[src/rtl/rv32_mem_pkg.sv]
// rv32_mem_pkg: instruction-memory geometry and boot-loader state encoding
package rv32_mem_pkg;
  localparam int IMEM_DEPTH_WORDS = 1024;
  localparam int IMEM_BYTES       = 4096;
  localparam int WORD_BYTES       = 4;
  typedef logic [2:0] state_t;
  localparam state_t ST_IDLE = 3'd0;
  localparam state_t ST_HDR  = 3'd1;
  localparam state_t ST_LOAD = 3'd2;
  localparam state_t ST_RUN  = 3'd3;
  localparam state_t ST_ERR  = 3'd4;
  localparam state_t ST_CHK  = 3'd5;
endpackage

[src/rtl/imem_boot_loader_byte_to_word_packer.sv]
// byte_to_word_packer: assembles little-endian bytes into 32-bit words; o_word_valid marks the 4th byte
module byte_to_word_packer
  import rv32_mem_pkg::*;
(
  input  logic        clk,
  input  logic        rst_n,
  input  logic        i_clr,
  input  logic        i_valid,
  input  logic [7:0]  i_byte,
  output logic        o_word_valid,
  output logic [31:0] o_word
);
  logic [1:0]  r_cnt;
  logic [23:0] r_word;
  assign o_word_valid = i_valid && (r_cnt == 2'(WORD_BYTES - 1));
  assign o_word       = {i_byte, r_word};
  // shift each byte in from the top so the first byte lands in [7:0] once four have arrived
  always_ff @(posedge clk or negedge rst_n)
    if (!rst_n) begin
      r_cnt  <= '0;
      r_word <= '0;
    end else if (i_clr) begin
      r_cnt  <= '0;
      r_word <= '0;
    end else if (i_valid) begin
      r_cnt  <= r_cnt + 2'd1;
      r_word <= o_word[31:8];
    end
endmodule

[src/rtl/imem_boot_loader.sv]
// imem_boot_loader: loads the instruction memory from a byte stream, then releases the core.
// Optional trailing XOR checksum byte when IMEM_LOADER_CHECKSUM_EN is defined.
module imem_boot_loader
  import rv32_mem_pkg::*;
#(
  parameter int DEPTH_WORDS = IMEM_DEPTH_WORDS,
  parameter int AW          = 10
) (
  input  logic        clk,
  input  logic        rst_n,
  input  logic        start,
  input  logic [7:0]  rx_data,
  input  logic        rx_valid,
  output logic        rx_ready,
  output logic        imem_we,
  output logic [31:0] imem_waddr,
  output logic [31:0] imem_wdata,
  output logic        core_rst_n,
  output logic        busy,
  output logic        done,
  output logic        error
);
`ifdef IMEM_LOADER_CHECKSUM_EN
  localparam state_t ST_END = ST_CHK;
`else
  localparam state_t ST_END = ST_RUN;
`endif
  state_t      r_state;
  logic [AW:0] r_n;
  logic [AW:0] r_widx;
  logic        r_we;
  logic        r_run;
  logic [31:0] r_waddr;
  logic [31:0] r_wdata;
  logic        w_rearm;
  logic        w_hs;
  logic        w_pack;
  logic        w_word_valid;
  logic        w_last;
  logic [31:0] w_word;
  assign w_rearm    = start && (r_state == ST_IDLE || r_state == ST_RUN || r_state == ST_ERR);
  assign busy       = r_state == ST_HDR || r_state == ST_LOAD || r_state == ST_CHK;
  assign rx_ready   = busy;
  assign w_hs       = rx_valid && rx_ready;
  assign w_pack     = w_hs && r_state != ST_CHK;
  assign w_last     = (r_widx + (AW+1)'(1)) == r_n;
  assign imem_we    = r_we;
  assign imem_waddr = r_waddr;
  assign imem_wdata = r_wdata;
  assign core_rst_n = r_run;
  assign done       = r_run;
  assign error      = r_state == ST_ERR;

  byte_to_word_packer u_packer (
    .clk          (clk),
    .rst_n        (rst_n),
    .i_clr        (w_rearm),
    .i_valid      (w_pack),
    .i_byte       (rx_data),
    .o_word_valid (w_word_valid),
    .o_word       (w_word)
  );

`ifdef IMEM_LOADER_CHECKSUM_EN
  logic [7:0] r_xor;
  // running XOR over every header and payload byte accepted this session
  always_ff @(posedge clk or negedge rst_n)
    if (!rst_n) r_xor <= '0;
    else if (w_rearm) r_xor <= '0;
    else if (w_pack) r_xor <= r_xor ^ rx_data;
`endif

  // session sequencer: header decode, word writes, core release one cycle after reaching RUN
  always_ff @(posedge clk or negedge rst_n)
    if (!rst_n) begin
      r_state <= ST_IDLE;
      r_n     <= '0;
      r_widx  <= '0;
      r_we    <= 1'b0;
      r_run   <= 1'b0;
      r_waddr <= '0;
      r_wdata <= '0;
    end else begin
      r_we  <= 1'b0;
      r_run <= (r_state == ST_RUN) && !start;
      case (r_state)
        ST_IDLE, ST_RUN, ST_ERR:
          if (start) begin
            r_state <= ST_HDR;
            r_n     <= '0;
            r_widx  <= '0;
          end
        ST_HDR:
          if (w_word_valid) begin
            r_n     <= w_word[AW:0];
            r_state <= (w_word == '0) ? ST_END : (w_word > 32'(DEPTH_WORDS)) ? ST_ERR : ST_LOAD;
          end
        ST_LOAD:
          if (w_word_valid) begin
            r_we    <= 1'b1;
            r_waddr <= {{(30-AW){1'b0}}, r_widx[AW-1:0], 2'b00};
            r_wdata <= w_word;
            r_widx  <= r_widx + (AW+1)'(1);
            if (w_last) r_state <= ST_END;
          end
`ifdef IMEM_LOADER_CHECKSUM_EN
        ST_CHK:
          if (w_hs) r_state <= (rx_data == r_xor) ? ST_RUN : ST_ERR;
`endif
        default: r_state <= ST_IDLE;
      endcase
    end
endmodule
[config.mk]
export PLATFORM = sky130hd
export DESIGN_NAME = imem_boot_loader
export DESIGN_NICKNAME = d
export VERILOG_FILES = /design/src/rtl/rv32_mem_pkg.sv /design/src/rtl/imem_boot_loader_byte_to_word_packer.sv /design/src/rtl/imem_boot_loader.sv
export SDC_FILE = /design/constraint.sdc
export NUM_CORES = 1
export LEC_CHECK = 0
export BUFFER_PORTS_ARGS = -buffer_cell sky130_fd_sc_hd__clkbuf_2
export CAP_MARGIN = 20
export CORE_MARGIN = 2
export CORE_UTILIZATION = 55
export DETAILED_ROUTE_END_ITERATION = 8
export GPL_TIMING_DRIVEN = 0
export PLACE_DENSITY = 0.79
export SKIP_CTS_REPAIR_TIMING = 1
export SYNTH_ARGS = -nofsm -noshare
export SYNTH_HDL_FRONTEND = slang
export SYNTH_HIERARCHICAL = 1
export SYNTH_SLANG_ARGS = --single-unit
[constraint.sdc]
create_clock -name clk -period 3.97 [get_ports clk]
set_clock_uncertainty 0.2 [all_clocks]
set_input_delay 0.1985 -clock clk [delete_from_list [all_inputs] [get_ports clk]]
set_output_delay 0.1985 -clock clk [all_outputs]
set_load 0.01 [all_outputs]
-- After elaboration in Yosys (flattened, before gate mapping)
Cells that the tools add are included.
- add/sub/neg operators: 2
- $lt $le $gt $ge: 1
- equality and inequality tests: 12
- muxes and demuxes: 18
- reduce and logical (&&, ||, !) cells: 20
- operators with widths (kind ; count):
    $mux 24 ; 2
    $pmux 11 s2 ; 2
    $mux 11 ; 3
    $gt 32x11->1 const B ; 1
    $logic_not 32->1 ; 1
    $mux 3 ; 6
    $add 11x1->11 const B ; 1
    $eq 11x11->1 ; 1
    $pmux 3 s3 ; 1
    $eq 3x2->1 const B ; 2
    $eq 3x3->1 const B ; 2
    $reduce_and 3->1 ; 2
    $reduce_bool 2->1 ; 3
    $logic_and 1x1->1 ; 5
    $logic_or 1x1->1 ; 4
    $mux 2 ; 2
    $ne 2x1->1 const B ; 2
    $ne 2x2->1 const B ; 2
    $reduce_and 4->1 ; 1
    $eq 3x1->1 const B ; 1
    $logic_not 3->1 ; 1
    $ne 3x3->1 const B ; 1
    $reduce_or 3->1 ; 1
    $add 2x1->2 const B ; 1
    other kinds (4) ; 5
- register bits after elaboration: 95
- input port bits: 12
- output and inout port bits: 70

-- Logic depth before layout (Yosys ltp)
Gate-level depths: netlist of the first run.
- depth in word-level cells: 8
- mapped depth: 14
- mapped depth without buffers: 9

-- By module
The synthesis of the first run kept the hierarchy.
- modules (own cells, without submodules) (module ; instances ; cells an instance ; area each (um^2)):
    imem_boot_loader ; 1 ; 399 ; 3469.6
    byte_to_word_packer ; 1 ; 94 ; 1153.6

-- Least setup slack after synthesis of the first run
OpenSTA, ideal clock, no wires.
- path kind: register to register
- start point: register r_state[2]
- end point: register r_waddr[11] (netlist: imem_waddr[11])
- library setup time: 65 ps
- arrival time: 2427 ps
- data required time: 3705 ps
- path slack: 1278 ps
- stages on the path, launching flop included: 15
- path buffers: 6
- path through: dfrtp_1 -> buf_6 -> nand2b_1 -> a21oi_1 -> buf_6 -> buf_12 -> and2_1 -> nor2b_1 -> nand2b_1 -> clkbuf_1 -> inv_2 -> buf_2 -> buf_1 -> nand2_1 -> nand2_1
- word-level cells in the longest chain between the ends: 7
- elaborated cells between the ends (all ways): 10
- classes of those cells: 4 x eq/ne; 6 x reduce/logical
- RTL lines (element ; line ; source):
    from (decl) ; imem_boot_loader.sv:28 ; state_t r_state;
    from (signal assigned) ; imem_boot_loader.sv:96 ; r_state <= (w_word == '0) ? ST_END : (w_word > 32'(DEPTH_WORDS)) ? ST_ERR : ST_LOAD;
    $eq 3x1->1 / $eq 3x2->1 (equally long branches) ; imem_boot_loader.sv:42 ; assign busy = r_state == ST_HDR || r_state == ST_LOAD || r_state == ST_CHK;
    $logic_or 1x1->1 (2 in series) ; imem_boot_loader.sv:42 ;
    $logic_and 1x1->1 ; imem_boot_loader.sv:44 ; assign w_hs = rx_valid && rx_ready;
    $logic_and 1x1->1 * ; imem_boot_loader.sv:45 ; assign w_pack = w_hs && r_state != ST_CHK;
    via w_pack ; imem_boot_loader.sv:37 ; logic w_pack;
    $logic_and 1x1->1 * ; imem_boot_loader_byte_to_word_packer.sv:15 ; assign o_word_valid = i_valid && (r_cnt == 2'(WORD_BYTES - 1));
    via w_word_valid ; imem_boot_loader.sv:38 ; logic w_word_valid;
    $reduce_and 2->1 (no source line) * ; -- ;
    to (signal assigned) ; imem_boot_loader.sv:101 ; r_waddr <= {{(30-AW){1'b0}}, r_widx[AW-1:0], 2'b00};
    to (decl) ; imem_boot_loader.sv:33 ; logic [31:0] r_waddr;
The timed path passes the listed nets; every way through them passes the cells marked *.
A chain may end at the register's enable or synchronous reset.

-- Worst setup path in the final report of the first run
- start point: register r_state[2]
- end point: register r_wdata[3] (netlist: imem_wdata[3])
- word-level cells in the longest chain between the ends: 7
- elaborated cells between the ends (all ways): 10
- classes of those cells: 4 x eq/ne; 6 x reduce/logical
- RTL lines (element ; line ; source):
    $eq 3x1->1 / $eq 3x2->1 (equally long branches) ; imem_boot_loader.sv:42 ;
    $logic_or 1x1->1 (2 in series) ; imem_boot_loader.sv:42 ;
    $logic_and 1x1->1 ; imem_boot_loader.sv:44 ;
    $logic_and 1x1->1 * ; imem_boot_loader.sv:45 ;
    via w_pack ; imem_boot_loader.sv:37 ;
    $logic_and 1x1->1 * ; imem_boot_loader_byte_to_word_packer.sv:15 ;
    via w_word_valid ; imem_boot_loader.sv:38 ;
    $reduce_and 2->1 (no source line) * ; -- ;
    to (signal assigned) ; imem_boot_loader.sv:102 ; r_wdata <= w_word;
    to (decl) ; imem_boot_loader.sv:34 ; logic [31:0] r_wdata;
Marked as above.

==> impl_metrics.tcl, run 1 <==
set metrics [dict create \
    avgSynthCellArea_um2 9.38 \
    place_congestion 0.851 \
    outcome "complete, no violations" \
    die_w_um 95.7 \
    overflow 0 \
    antenna_left 0 \
    required_ns 4.08 \
    grt_pass1_vias 3468 \
    clockBufferDepth 2 \
    max-vdd-ir-drop_uv 273 \
    grt_max_degree 59 \
    p_comb_share_pct 25.2 \
    p_seq_share_pct 49.2 \
    dp.cells 679 \
    endpoint_kind "flop" \
    setup_viol 0 \
    min_path_type "primary input to async pin" \
    total_power_w 0.00242 \
    period_share_pct 88.4 \
    final_cells 705 \
    ys.warnings.count 6 \
    reg2reg_depth 14 \
    port_buffers 59 \
    path_depth 14 \
    synthesis.area_um2 4620 \
    cp_num_buf_inv 7 \
    core_area_um2 8180 \
    synthCells 493 \
    power.leakage_nw 2.91 \
    rsz0062_at_grt "no" \
    routedWlPerCell_um 14.4 \
    drtIter0Drc 221 \
    cts_tree "done" \
    hold_ws_ns 0.176 \
    critPathSlowestCell "dfrtp_1" \
    crit_arrival_ns 3.61 \
    multi_input_area_um2 1900 \
    clk_pin_slew_ns 0.11 \
    ys_async_sr_fraction_pct 100 \
    p_sw_share_pct 34.1 \
    dieArea_um2 9160 \
    worstPathCellList "buf_6 -> nand2b_1 -> a21oi_1 -> buf_6 -> buf_12 -> and2_1 -> nor2b_1 -> nand2b_1 -> clkbuf_1 -> inv_2 -> buf_2 -> buf_1 -> nand2_1 -> nand2_1" \
    tightest_slew_ns 0.593 \
    totalNegativeSetupSlack_ns 0 \
    switchingPower_w 0.000825 \
    synthTopCellsByArea "dfrtp_1, nand2_1, mux2i_1" \
    cts_sinks 95 \
    clk_latency_ns 0.37 \
    synth_edf_count 0 \
    h-tree-depth 3 \
    n_antenna_cell 0 \
    fin_util_pct 66.7 \
    initial_core_util_pct 56.6 \
    grt_pass1_wl_um 16600 \
    yosys_register_bits 95 \
    synthToLayoutAreaGrowth_pct 17.9 \
    drt-total-wl_um 10200 \
    max_cap_violations 0 \
    cts_buffers 9 \
    critPathMaxFanout 10 \
    yosysSeqAreaShare_pct 51.4 \
    ys.flop_type "dfrtp_1" \
    dp.final_hpwl_um 7350 \
    vias 3735 \
    p_int_w 0.00159 \
    nNetsFinal 609 \
    relSlewSlack_pct 60.4 \
    crit_family "buffers and inverters" \
    hold_viol_final 0 \
    via_per_inst 5.30 \
    max_stage_delay_ns 0.47 \
    critPathKind "flop to flop" \
    drive_above_1_share_pct 21.0 \
    nFillCells 666 \
    synth_common_cells "nand2_1, dfrtp_1, nor2_1" \
    track_usage_pct 23.6 \
    die_h_um 95.7 \
    route.detailed.drc 0 \
    worstSetupStartpointType "flop" \
    drtPass1Iterations 5 \
    max_freq_mhz 285 \
    pin_count 82 \
    seqCellArea_um2 2380 \
    fp-row-count 33 \
    yosysTopAreaCell "dfrtp_1" \
    synth_top_area_share_pct 51.4 \
    power_frac_clock_pct 25.6 \
    synth_cell_types 50 \
    clock-root-buffer "clkbuf_8" \
    period_needed_ns 3.51 \
    cellPowerDensity_nw_per_um2 444 \
    synth_most_common_cell "nand2_1" \
    antenna_found_initial 0 \
    slew_violations 0 \
]
-- area by class of cell --
cell class / count / share of cell area, %
plain buffers: 60 / 7.46
clock buffers: 10 / 2.53
clock inverters: 6 / 0.987
inverters: 6 / 0.413
multi-input cells: 353 / 34.8
flip-flops and latches: 95 / 43.6
well taps: 105 / 2.41
repair buffers: 70 / 7.81
-- metrics by stage --
step	worst slack [ns]	area, um^2
2_1_floorplan	1.28	4700
3_3_place_gp	0.500	5130
3_5_place_dp	0.483	5160
4_1_cts	0.452	5350
5_1_grt	0.186	5450
6_report	0.461	5450
-- path summary, 6_finish.rpt --
kind | start | end | slack [ns]
worst max-delay path | r_state[2]$_DFFE_PN0P_ | imem_wdata[3]$_DFFE_PN0P_ | 0.46
worst min-delay path | rst_n | imem_waddr[3]$_DFFE_PN0P_ | 0.18
worst max register to register | r_state[2]$_DFFE_PN0P_ | imem_wdata[3]$_DFFE_PN0P_ | 0.46
worst min register to register | imem_wdata[9]$_DFFE_PN0P_ | imem_wdata[9]$_DFFE_PN0P_ | 0.28
max in group asynchronous | rst_n | u_packer/r_word[13]$_DFFE_PN0P_ | 2.73
min in group clk | rx_valid | u_packer/r_word[23]$_DFFE_PN0P_ | 0.21
-- cell families (layout without fill, tap and decap cells) --
family / Yosys count / after routing / share of synthesized area (%)
AOI/OAI and AO/OA: 56 / 56 / 8.09
other: 1 / 22 / 0.0811
adders and majority gates: 2 / 2 / 0.541
muxes: 30 / 30 / 6.55
buffers and inverters: 66 / 152 / 9.28
DFF: 95 / 95 / 51.4
xor gates and xnor gates: 13 / 13 / 2.46
and+or+nand+nor: 230 / 230 / 21.6
-- power groups by stage --
| stage | registers (W) | logic [W] | clock network (W) |
|---|---|---|---|
| floorplan | 0.00116 | 0.000462 | 0 |
| global placement | 0.00120 | 0.000575 | 0 |
| detailed placement | 0.00121 | 0.000596 | 0 |
| CTS | 0.00119 | 0.000599 | 0.000629 |
| global route | 0.00121 | 0.000673 | 0.000672 |
| finish | 0.00119 | 0.000608 | 0.000619 |
-- per-layer routing --
| layer | wire length, um | track usage [%] |
|---|---|---|
| met1 | 4440 | 32.1 |
| met2 | 5010 | 37.1 |
| met3 | 506 | 4.66 |
| met4 | 216 | 10.0 |
| met5 | 0 | 0 |
-- flip-flops by register name, indices dropped and copies added, names as in the netlist --
signal and flops:
imem_we 1, imem_waddr 10, imem_wdata 32, r_widx 11, u_packer/r_word 24, u_packer/r_cnt 2, r_n 11, core_rst_n 1
r_state 3
-- cells in the final DEF (no fill, tap or decap), types with 2 or more instances in the layout --
cell             n
nand2_1        135
dfrtp_1         95
clkbuf_2        58
nor2_1          45
buf_4           34
mux2i_1         28
conb_1          22
clkbuf_1        13
a22o_1          12
a21oi_1         11
clkbuf_8        10
dlygate4sd3_1   10
nand2b_1         9
xnor2_1          9
nor4_1           8
o21ai_1          8
o21ai_0          7
inv_1            5
buf_2            5
a31oi_1          5
nor3_1           5
and2_1           4
buf_1            4
nand3_1          4
or4_1            4
xor2_1           4
and3_1           3
clkinv_4         3
buf_6            2
nor2b_1          2
nand4_1          2
mux2_2           2
or3_1            2
o41ai_1          2
o31ai_1          2
ha_1             2
buf_12           2
Note: power is estimated with default switching activity, not from simulation.
==> run 2: changes to the inputs <==
--- a/config.mk
+++ b/config.mk
@@ -11,7 +11,7 @@
 export CORE_UTILIZATION = 55
 export DETAILED_ROUTE_END_ITERATION = 8
 export GPL_TIMING_DRIVEN = 0
-export PLACE_DENSITY = 0.79
+export PLACE_DENSITY_LB_ADDON = 0.25
 export SKIP_CTS_REPAIR_TIMING = 1
 export SYNTH_ARGS = -nofsm -noshare
 export SYNTH_HDL_FRONTEND = slang
==> constraint.sdc (replaced) <==
create_clock -name clk -period 3.97 [get_ports clk]
set_clock_uncertainty 0.2 [all_clocks]
set_input_delay 0.397 -clock clk [delete_from_list [all_inputs] [get_ports clk]]
set_output_delay 0.397 -clock clk [all_outputs]
set_load 0.01 [all_outputs]
==> run 2 against run 1 <==
  * Power increased by 6.2%
  * Via count down 0.94%
  * Non-clock buffer count is 9 lower
  * Flip-flop and latch count did not move
  * Combinational power barely moved
  * Register-to-register slack worse by 0.05 ns
  * Wire length up 1.4%
  * Maximum frequency down 1.5%
  * Global-route usage increased by 0.79 points
  * Critical path depth stayed put
  * Design area down 0.71%
  * Largest power group unchanged
==> impl_metrics.tcl, run 2 (synthesized netlist as in run 1, its figures left out) <==
set metrics [dict create \
    outcome "complete, no violations" \
    nNetsFinal 600 \
    period_needed_ns 3.56 \
    clockBufferDepth 2 \
    vias 3700 \
    critPathMaxFanout 10 \
    fin_ws_ns 0.406 \
    max_freq_mhz 281 \
    setup_viol 0 \
    overflow 0 \
    cts_buffers 9 \
    final_common_cell "nand2_1" \
    antenna_found_initial 0 \
    grt_pass1_wl_um 16900 \
    critPathKind "flop to flop" \
    h-tree-depth 3 \
    drt-total-wl_um 10300 \
    endpoint_kind "flop" \
    largest_reg_flops 32 \
    n_antenna_cell 0 \
    fp-row-count 33 \
    via_per_inst 5.32 \
    power.leakage_nw 2.89 \
    pre_cts_slack_ns 0.438 \
    dieArea_um2 9160 \
    worstSetupStartpointType "flop" \
    nFillCells 663 \
    die_h_um 95.7 \
    drtPass1Iterations 5 \
    cts_tree "done" \
    worstPathCellList "buf_6 -> nand2b_1 -> a21oi_1 -> buf_6 -> buf_12 -> and2_1 -> nor2b_1 -> nand2b_1 -> clkbuf_1 -> inv_2 -> buf_2 -> buf_1 -> nand2_1 -> nand2_1" \
    hold_viol_final 0 \
    antenna_left 0 \
    totalNegativeSetupSlack_ns 0 \
    relSlewSlack_pct 61.0 \
    core_area_um2 8180 \
    drive_above_1_share_pct 21.2 \
    period_share_pct 89.8 \
    drtIter0Drc 196 \
    max-vdd-ir-drop_uv 297 \
    pin_count 82 \
    critPathSlowestCell "dfrtp_1" \
    routedWlPerCell_um 14.8 \
    cts_sinks 95 \
    crit_arrival_ns 3.67 \
    grt_max_degree 57 \
    die_w_um 95.7 \
    track_usage_pct 24.4 \
    clock-root-buffer "clkbuf_8" \
    min_path_type "primary input to flop" \
    synthToLayoutAreaGrowth_pct 17.1 \
    slew_violations 0 \
    rsz0062_at_grt "no" \
    clk_latency_ns 0.37 \
    max_cap_violations 0 \
    tightest_slew_ns 0.585 \
    initial_core_util_pct 56.6 \
    clk_pin_slew_ns 0.09 \
    route.detailed.drc 0 \
    required_ns 4.08 \
    max_stage_delay_ns 0.46 \
    grt_pass1_vias 3499 \
    dp.final_hpwl_um 7470 \
    port_buffers 59 \
    place_congestion 0.862 \
    cellPowerDensity_nw_per_um2 475 \
    mostFrequentLayoutCells "nand2_1, dfrtp_1, clkbuf_2, nor2_1, buf_4" \
]
==> run 2: report_power, final <==
part           total (W)  switching, W  leakage, nW  internal (W)
registers        0.00119      0.000126         1.31       0.00106
logic           0.000609      0.000341         1.46      0.000268
clock network   0.000768      0.000345        0.117      0.000423
total            0.00257      0.000812         2.89       0.00176
==> run 2: critical path, delay by kind of cell (launching register included) <==
kind                   cells  cell delay, ns
AOI/OAI and AO/OA          1            0.16
DFF                        1            0.46
and+or+nand+nor            6            0.96
buffers and inverters      7            1.71
==> run 2: area by class of cell <==
type                            count  area [um^2]  share of cell area [%]
Sequential cell                    95         2380                    43.9
Timing Repair Buffer               61          335                    6.20
Multi-Input combinational cell    353         1900                    35.0
Tap cell                          105          131                    2.43
Buffer                             60          407                    7.51
Inverter                            6         22.5                   0.416
Clock buffer                       10          128                    2.36
Clock inverter                      6          115                    2.13
==> run 2: path summary, 6_finish.rpt <==
kind / end / slack [ns] / from / cells after the start
min reg2reg: imem_waddr[7]$_DFFE_PN0P_ / 0.28 / imem_waddr[7]$_DFFE_PN0P_ / 2
max in group asynchronous: imem_wdata[11]$_DFFE_PN0P_ / 2.53 / rst_n / 3
min in group asynchronous: imem_wdata[2]$_DFFE_PN0P_ / 0.38 / rst_n / 2
max reg2reg: imem_wdata[3]$_DFFE_PN0P_ / 0.41 / r_state[2]$_DFFE_PN0P_ / 14
max: imem_wdata[3]$_DFFE_PN0P_ / 0.41 / r_state[2]$_DFFE_PN0P_ / 14
min: core_rst_n$_DFF_PN0_ / 0.09 / start / 2
==> run 2: per-stage QoR <==
stage	instances	hold slack, ns	utilization (%)	total power, W	instance area, um^2
after global routing	696	0.0860	66.2	0.00269	5410
after detailed placement	679	0.255	63.1	0.00181	5160
after floorplan	514	-0.0986	-	0.00162	4700
after global placement	678	0.259	62.7	0.00178	5130
final	696	0.0863	66.2	0.00257	5410
after CTS	695	-0.148	66.1	0.00258	5400
==> run 2: layer usage <==
| layer | part of all wire, % | track usage [%] | up-vias |
|---|---|---|---|
| li1 | - | - | 1779 |
| met1 | 43 | 32.9 | 1768 |
| met2 | 49 | 39.1 | 131 |
| met3 | 5.1 | 3.32 | 22 |
| met4 | 2.7 | 11.5 | 0 |
| met5 | 0 | 0 | - |
